--- src/rtl/sprite_field_if.sv ---
// Bundle of pixel, load and status signals for sprite_field.
// Load port: a transfer happens on a clk edge where ld_valid && ld_ready. ld_valid and its payload must stay stable until then.
interface sprite_field_if #(
    parameter int N = 3
);
    logic            pixclk;
    logic            animate;
    logic            pause;
    logic [9:0]      x;
    logic [9:0]      y;
    logic            valid;
    logic            ld_valid;
    logic [2:0]      ld_idx;
    logic [9:0]      ld_x;
    logic [9:0]      ld_y;
    logic            ld_ready;
    logic            busy;
    logic            r;
    logic            g;
    logic            b;
    logic            hit;
    logic            dbg_state;
    logic [N*10-1:0] dbg_cx;
    logic [N*10-1:0] dbg_cy;

    modport master (
        output pixclk, animate, pause, x, y, valid, ld_valid, ld_idx, ld_x, ld_y,
        input  ld_ready, busy, r, g, b, hit, dbg_state, dbg_cx, dbg_cy
    );

    modport slave (
        input  pixclk, animate, pause, x, y, valid, ld_valid, ld_idx, ld_x, ld_y,
        output ld_ready, busy, r, g, b, hit, dbg_state, dbg_cx, dbg_cy
    );
endinterface

--- src/rtl/sprite_field.sv ---
// Bouncing-sprite engine: N square sprites advanced one per cycle after each frame pulse,
// with a priority-resolved registered RGB pixel and overlap flag.
module sprite_field #(
    parameter int              N        = 3,
    parameter int              SCREEN_W = 640,
    parameter int              SCREEN_H = 480,
    parameter int              STEP     = 1,
    parameter logic [N*10-1:0] HALF     = {10'd40, 10'd80, 10'd60},
    parameter logic [N*3-1:0]  COLOUR   = {3'b010, 3'b001, 3'b100},
    parameter logic [N*10-1:0] INIT_X   = {10'd300, 10'd400, 10'd160},
    parameter logic [N*10-1:0] INIT_Y   = {10'd320, 10'd240, 10'd120},
    parameter logic [N*2-1:0]  INIT_DIR = {2'b10, 2'b01, 2'b11}
) (
    input logic           clk,
    input logic           rst,
    sprite_field_if.slave bus
);
    typedef enum logic {IDLE, UPDATE} state_t;

    state_t     state;
    logic [2:0] idx;
    logic       pending;
    logic [9:0] cx [N];
    logic [9:0] cy [N];
    logic       xdir [N];
    logic       ydir [N];

    logic ld_go, anim_go;

    // Returns {new_dir, new_centre} for one axis; all arithmetic is 11-bit.
    function automatic logic [10:0] step_axis(input logic [9:0] c, input logic dir,
                                              input logic [9:0] h, input logic [10:0] lim);
        logic [10:0] c11, h11, cand;
        c11  = {1'b0, c};
        h11  = {1'b0, h};
        cand = c11 + 11'(STEP);
        if (dir) begin
            if (cand + h11 >= lim) step_axis = {1'b0, 10'(lim - 11'd1 - h11)};
            else                   step_axis = {1'b1, cand[9:0]};
        end else begin
            if (c11 < h11 + 11'(STEP)) step_axis = {1'b1, h};
            else                       step_axis = {1'b0, 10'(c11 - 11'(STEP))};
        end
    endfunction

    function automatic logic in_box(input logic [9:0] px, input logic [9:0] py,
                                    input logic [9:0] c_x, input logic [9:0] c_y,
                                    input logic [9:0] h);
        logic signed [10:0] sx, sy, scx, scy, sh;
        sx  = $signed({1'b0, px});
        sy  = $signed({1'b0, py});
        scx = $signed({1'b0, c_x});
        scy = $signed({1'b0, c_y});
        sh  = $signed({1'b0, h});
        in_box = (sx > scx - sh) && (sx < scx + sh) && (sy > scy - sh) && (sy < scy + sh);
    endfunction

    assign bus.ld_ready  = (state == IDLE);
    assign bus.busy      = (state == UPDATE);
    assign bus.dbg_state = (state == UPDATE);
    assign ld_go         = bus.ld_valid && (state == IDLE);
    assign anim_go       = bus.animate && !bus.pause;

    // A load takes priority over a frame pulse; that pulse is remembered in pending.
    always_ff @(posedge clk or posedge rst) begin
        if (rst) begin
            state   <= IDLE;
            idx     <= '0;
            pending <= 1'b0;
            for (int i = 0; i < N; i++) begin
                cx[i]   <= INIT_X[10*i +: 10];
                cy[i]   <= INIT_Y[10*i +: 10];
                xdir[i] <= INIT_DIR[2*i+1];
                ydir[i] <= INIT_DIR[2*i];
            end
        end else begin
            case (state)
                IDLE: begin
                    if (ld_go) begin
                        for (int i = 0; i < N; i++) begin
                            if (bus.ld_idx == 3'(i)) begin
                                cx[i] <= bus.ld_x;
                                cy[i] <= bus.ld_y;
                            end
                        end
                        if (anim_go) pending <= 1'b1;
                    end else if (anim_go || pending) begin
                        state   <= UPDATE;
                        idx     <= '0;
                        pending <= 1'b0;
                    end
                end
                UPDATE: begin
                    for (int i = 0; i < N; i++) begin
                        if (idx == 3'(i)) begin
                            {xdir[i], cx[i]} <= step_axis(cx[i], xdir[i], HALF[10*i +: 10], 11'(SCREEN_W));
                            {ydir[i], cy[i]} <= step_axis(cy[i], ydir[i], HALF[10*i +: 10], 11'(SCREEN_H));
                        end
                    end
                    if (anim_go) pending <= 1'b1;
                    if (idx == 3'(N-1)) state <= IDLE;
                    else                idx   <= idx + 3'd1;
                end
                default: state <= IDLE;
            endcase
        end
    end

    logic [N-1:0] in_s;
    logic [2:0]   col;
    logic [3:0]   cnt;

    always_comb begin
        in_s = '0;
        col  = '0;
        cnt  = '0;
        for (int i = 0; i < N; i++) begin
            in_s[i] = in_box(bus.x, bus.y, cx[i], cy[i], HALF[10*i +: 10]);
            cnt     = cnt + {3'b000, in_s[i]};
        end
        for (int i = N - 1; i >= 0; i--) begin
            if (in_s[i]) col = COLOUR[3*i +: 3];
        end
    end

    always_ff @(posedge clk or posedge rst) begin
        if (rst) begin
            bus.r   <= 1'b0;
            bus.g   <= 1'b0;
            bus.b   <= 1'b0;
            bus.hit <= 1'b0;
        end else if (bus.pixclk) begin
            {bus.r, bus.g, bus.b} <= bus.valid ? col : 3'b000;
            bus.hit               <= bus.valid && (cnt >= 4'd2);
        end
    end

    always_comb begin
        bus.dbg_cx = '0;
        bus.dbg_cy = '0;
        for (int i = 0; i < N; i++) begin
            bus.dbg_cx[10*i +: 10] = cx[i];
            bus.dbg_cy[10*i +: 10] = cy[i];
        end
    end
endmodule

--- src/flat_wrapper.sv ---
// flat-port wrapper written by rule: the top's interface ports become plain ports
module sprite_field_flat 
#(
    parameter int              N        = 3,
    parameter int              SCREEN_W = 640,
    parameter int              SCREEN_H = 480,
    parameter int              STEP     = 1,
    parameter logic [N*10-1:0] HALF     = {10'd40, 10'd80, 10'd60},
    parameter logic [N*3-1:0]  COLOUR   = {3'b010, 3'b001, 3'b100},
    parameter logic [N*10-1:0] INIT_X   = {10'd300, 10'd400, 10'd160},
    parameter logic [N*10-1:0] INIT_Y   = {10'd320, 10'd240, 10'd120},
    parameter logic [N*2-1:0]  INIT_DIR = {2'b10, 2'b01, 2'b11}
)
  (clk, rst, bus_pixclk, bus_animate, bus_pause, bus_x, bus_y, bus_valid, bus_ld_valid, bus_ld_idx, bus_ld_x, bus_ld_y, bus_ld_ready, bus_busy, bus_r, bus_g, bus_b, bus_hit, bus_dbg_state, bus_dbg_cx, bus_dbg_cy);
  sprite_field_if #(.N(N)) bus_i ();
  input logic clk;
  input logic rst;
  input wire logic [$bits(bus_i.pixclk)-1:0] bus_pixclk;
  input wire logic [$bits(bus_i.animate)-1:0] bus_animate;
  input wire logic [$bits(bus_i.pause)-1:0] bus_pause;
  input wire logic [$bits(bus_i.x)-1:0] bus_x;
  input wire logic [$bits(bus_i.y)-1:0] bus_y;
  input wire logic [$bits(bus_i.valid)-1:0] bus_valid;
  input wire logic [$bits(bus_i.ld_valid)-1:0] bus_ld_valid;
  input wire logic [$bits(bus_i.ld_idx)-1:0] bus_ld_idx;
  input wire logic [$bits(bus_i.ld_x)-1:0] bus_ld_x;
  input wire logic [$bits(bus_i.ld_y)-1:0] bus_ld_y;
  output wire logic [$bits(bus_i.ld_ready)-1:0] bus_ld_ready;
  output wire logic [$bits(bus_i.busy)-1:0] bus_busy;
  output wire logic [$bits(bus_i.r)-1:0] bus_r;
  output wire logic [$bits(bus_i.g)-1:0] bus_g;
  output wire logic [$bits(bus_i.b)-1:0] bus_b;
  output wire logic [$bits(bus_i.hit)-1:0] bus_hit;
  output wire logic [$bits(bus_i.dbg_state)-1:0] bus_dbg_state;
  output wire logic [$bits(bus_i.dbg_cx)-1:0] bus_dbg_cx;
  output wire logic [$bits(bus_i.dbg_cy)-1:0] bus_dbg_cy;
  assign bus_i.pixclk = bus_pixclk;
  assign bus_i.animate = bus_animate;
  assign bus_i.pause = bus_pause;
  assign bus_i.x = bus_x;
  assign bus_i.y = bus_y;
  assign bus_i.valid = bus_valid;
  assign bus_i.ld_valid = bus_ld_valid;
  assign bus_i.ld_idx = bus_ld_idx;
  assign bus_i.ld_x = bus_ld_x;
  assign bus_i.ld_y = bus_ld_y;
  assign bus_ld_ready = bus_i.ld_ready;
  assign bus_busy = bus_i.busy;
  assign bus_r = bus_i.r;
  assign bus_g = bus_i.g;
  assign bus_b = bus_i.b;
  assign bus_hit = bus_i.hit;
  assign bus_dbg_state = bus_i.dbg_state;
  assign bus_dbg_cx = bus_i.dbg_cx;
  assign bus_dbg_cy = bus_i.dbg_cy;
  sprite_field #(.N(N), .SCREEN_W(SCREEN_W), .SCREEN_H(SCREEN_H), .STEP(STEP), .HALF(HALF), .COLOUR(COLOUR), .INIT_X(INIT_X), .INIT_Y(INIT_Y), .INIT_DIR(INIT_DIR)) u_core (.clk(clk), .rst(rst), .bus(bus_i));
endmodule
--- config.mk ---
export PLATFORM = sky130hd
export DESIGN_NAME = sprite_field_flat
export DESIGN_NICKNAME = d
export VERILOG_FILES = /design/src/rtl/sprite_field_if.sv /design/src/rtl/sprite_field.sv /design/src/flat_wrapper.sv
export SDC_FILE = /design/constraint.sdc
export NUM_CORES = 1
export LEC_CHECK = 0
export CAP_MARGIN = 20
export CORE_MARGIN = 4
export CORE_UTILIZATION = 55
export DETAILED_ROUTE_END_ITERATION = 7
export PLACE_DENSITY_LB_ADDON = 0.2
export SETUP_SLACK_MARGIN = 0.3
export SYNTH_ARGS = -nofsm -noshare
export SYNTH_HDL_FRONTEND = slang
export SYNTH_SLANG_ARGS = --single-unit
--- constraint.sdc ---
create_clock -name clk -period 3.9 [get_ports clk]
set_input_delay 0.585 -clock clk [delete_from_list [all_inputs] [get_ports clk]]
set_output_delay 0.585 -clock clk [all_outputs]
set_load 0.1 [all_outputs]
==> impl_metrics.json <==
{
  "tightest_slew_ns": 0.999,
  "grtUsageTotal_pct": 31.3,
  "worst_ep_arrival_time_ns": 3.62,
  "n_antenna_cell": 0,
  "setup_tns_ns": 0,
  "hp-class": "register to register",
  "required_ns": 4.18,
  "synth_cell_types": 88,
  "die_w_um": 147,
  "remaining_drc_errors": 0,
  "period_minus_slack_ns": 3.34,
  "antenna_found_initial": 0,
  "syn_area_per_cell_um2": 7.62,
  "cap_violations": 0,
  "rows": 50,
  "htreeDepth": 3,
  "first_pass_iters": 5,
  "cts.clk_slew.worst_paths_ns": 0.07,
  "cts_tree": "built",
  "fin_crit_sh_pct": 85.7,
  "rsz0062_at_grt": "no",
  "r2r_cells": 16,
  "synth_nets": 1569,
  "end_kind": "register",
  "post_drt_wl_per_cell_um": 20.4,
  "rrSetupSlack_ns": 0.56,
  "grt_pass1_vias": 10300,
  "ys_seq_area_share_pct": 18.0,
  "ant_nets": 0,
  "synthArstFlopShare_pct": 100,
  "grt_first_pass_wirelength_mm": 55.3,
  "overflow": 0,
  "portBuffers": 116,
  "reg2reg_from": "u_core.bus.dbg_cy[3]$_DFFE_PP1P_",
  "netlist_area_mm2": 0.0106,
  "viasPerCell": 6.59,
  "final_common_cell": "ha_1",
  "finalClockSkew_ns": 0.00638,
  "place_congestion": 0.988,
  "slew_headroom_pct": 33.2,
  "grt_max_degree": 41,
  "hold_viol_final": 0,
  "clockRootBuffer": "clkbuf_16",
  "cp_max_fo": 9,
  "synth_flop_cell": "dfrtp_1",
  "ys_warn_count": 0,
  "layout_common_cells": "ha_1 (131), nor2_1 (116), nand2_1 (115)",
  "status": "finished, final reports clean",
  "fmax_mhz": 299,
  "drive_gt1_share_pct": 7.68,
  "num_vias": 11200,
  "worst-setup-path-type": "register to register",
  "wirelength_mm": 34.6,
  "detailed_place_hpwl_mm": 26.3,
  "cts.sinks": 75,
  "insertion_delay_ns": 0.36,
  "core_mm2": 0.0188,
  "io_pins": 117,
  "reg2reg_to": "u_core.bus.hit$_DFFE_PP0P_",
  "cts_hold_buf": 0,
  "die_y_um": 147,
  "start_kind": "register",
  "post_synth_inst_count": 1387,
  "setup_violations": 0,
  "fillCellCount": 1696,
  "numCtsBuffers": 9,
  "critPathLaunch": "u_core.bus.dbg_cy[3]$_DFFE_PP1P_",
  "start_util_pct": 56.3,
  "clockBufferDepth": 2,
  "drt_iter0_markers": 862,
  "synth-seq-cells": 75,
  "crit_end": "u_core.bus.hit$_DFFE_PP0P_",
  "fin_nets": 1636,
  "drv_slew": 0,
  "synth_edf_count": 0,
  "synthToLayoutAreaGrowth_pct": 15.3,
  "dieArea_mm2": 0.0215
}
## metal layers
metal  up-vias  global-route usage (%)  part of all wire [%]
li1       5257                       -                     -
met1      5223                    44.9                    44
met2       592                    47.8                    44
met3        88                    4.00                   8.8
met4         0                    12.4                   3.5
met5         -                       0                     0
## cell usage after synthesis (22+ instances only)
cell type / number / area share (%)
xor2_1: 37 / 3.1
nand4_1: 22 / 1.3
a21oi_1: 83 / 3.9
ha_1: 132 / 16
nand3_1: 60 / 2.8
inv_1: 71 / 2.5
a31oi_1: 29 / 1.7
dfstp_2: 23 / 5.7
nor2_1: 117 / 4.2
o21ai_0: 102 / 4.8
nand2_1: 115 / 4.1
xnor2_1: 77 / 6.4
a21o_1: 22 / 1.6
dfrtp_1: 52 / 12
clkbuf_1: 35 / 1.2
nor3_1: 46 / 2.2
## per-stage QoR
step                      utilization (%)  instances  setup slack (ns)  hold WS (ns)  area, um^2
after floorplan                         -       1387             0.357         0.476       10600
after global placement               62.8       1674             0.473         0.505       11800
after detailed placement             62.8       1674             0.377         0.509       11800
after CTS                            64.6       1690             0.369         0.527       12100
after global routing                 64.9       1693             0.334         0.554       12200
final                                64.9       1693             0.557         0.520       12200
## timing repair
item | CTS | global route
gates resized for setup | 0 | 8
endpoints found under the setup margin | 0 | 2
setup buffers | 0 | 3
## worst max-delay path, stage by stage, from the launching register on
cell and delay, ns:
dfstp_4 0.68, inv_1 0.07, ha_2 0.22, a21oi_2 0.14, xnor2_1 0.13, ha_1 0.26
a21oi_1 0.15, nor2b_1 0.07, a2111oi_2 0.34, o21ai_0 0.15, or4_4 0.55, inv_1 0.09
ha_1 0.14, nand2_1 0.05, nand2_1 0.06, o21ai_0 0.08, o21ai_0 0.09
## sequential cells by signal, summed over array words and instances (netlist names)
register and cells:
u_core.bus.g 1, u_core.ydir 3, u_core.bus.r 1, u_core.xdir 3
u_core.bus.dbg_cy 30, u_core.pending 1, u_core.bus.busy 1, u_core.bus.dbg_cx 30
u_core.idx 3, u_core.bus.hit 1, u_core.bus.b 1
## worst min-delay path by stage
stage,start,endpoint,slack (ns),cells after the start
2_1_floorplan,u_core.pending$_DFFE_PP0P_,u_core.pending$_DFFE_PP0P_,0.48,2
3_3_place_gp,u_core.pending$_DFFE_PP0P_,u_core.pending$_DFFE_PP0P_,0.50,2
3_5_place_dp,u_core.pending$_DFFE_PP0P_,u_core.pending$_DFFE_PP0P_,0.51,2
4_1_cts,u_core.pending$_DFFE_PP0P_,u_core.pending$_DFFE_PP0P_,0.53,2
5_1_grt,u_core.pending$_DFFE_PP0P_,u_core.pending$_DFFE_PP0P_,0.55,2
6_report,u_core.pending$_DFFE_PP0P_,u_core.pending$_DFFE_PP0P_,0.52,2
## cell type report
class	instances	area [um^2]	share of cell area, %
Inverter	74	279	2.29
Multi-Input combinational cell	1152	7980	65.5
Clock buffer	12	246	2.02
Clock inverter	4	97.6	0.801
Sequential cell	75	1920	15.8
Timing Repair Buffer	142	1360	11.2
Tap cell	234	293	2.40
## logic make-up (layout without fill, tap and decap cells)
kind of cell / Yosys count / count (layout) / share of synthesized area [%]
AO/OA/AOI/OAI: 423 / 423 / 27.1
XOR/XNOR: 115 / 115 / 9.61
adder cells (fa/ha/maj): 132 / 132 / 15.6
buffers and inverters: 160 / 232 / 6.68
flip-flops: 75 / 75 / 18.0
multiplexers: 6 / 6 / 0.569
AND/OR/NAND/NOR: 476 / 476 / 22.3
Power is left out: the tool's default activity adds up to more than one toggle a clock period on the data nets, which glitch-free logic cannot reach.
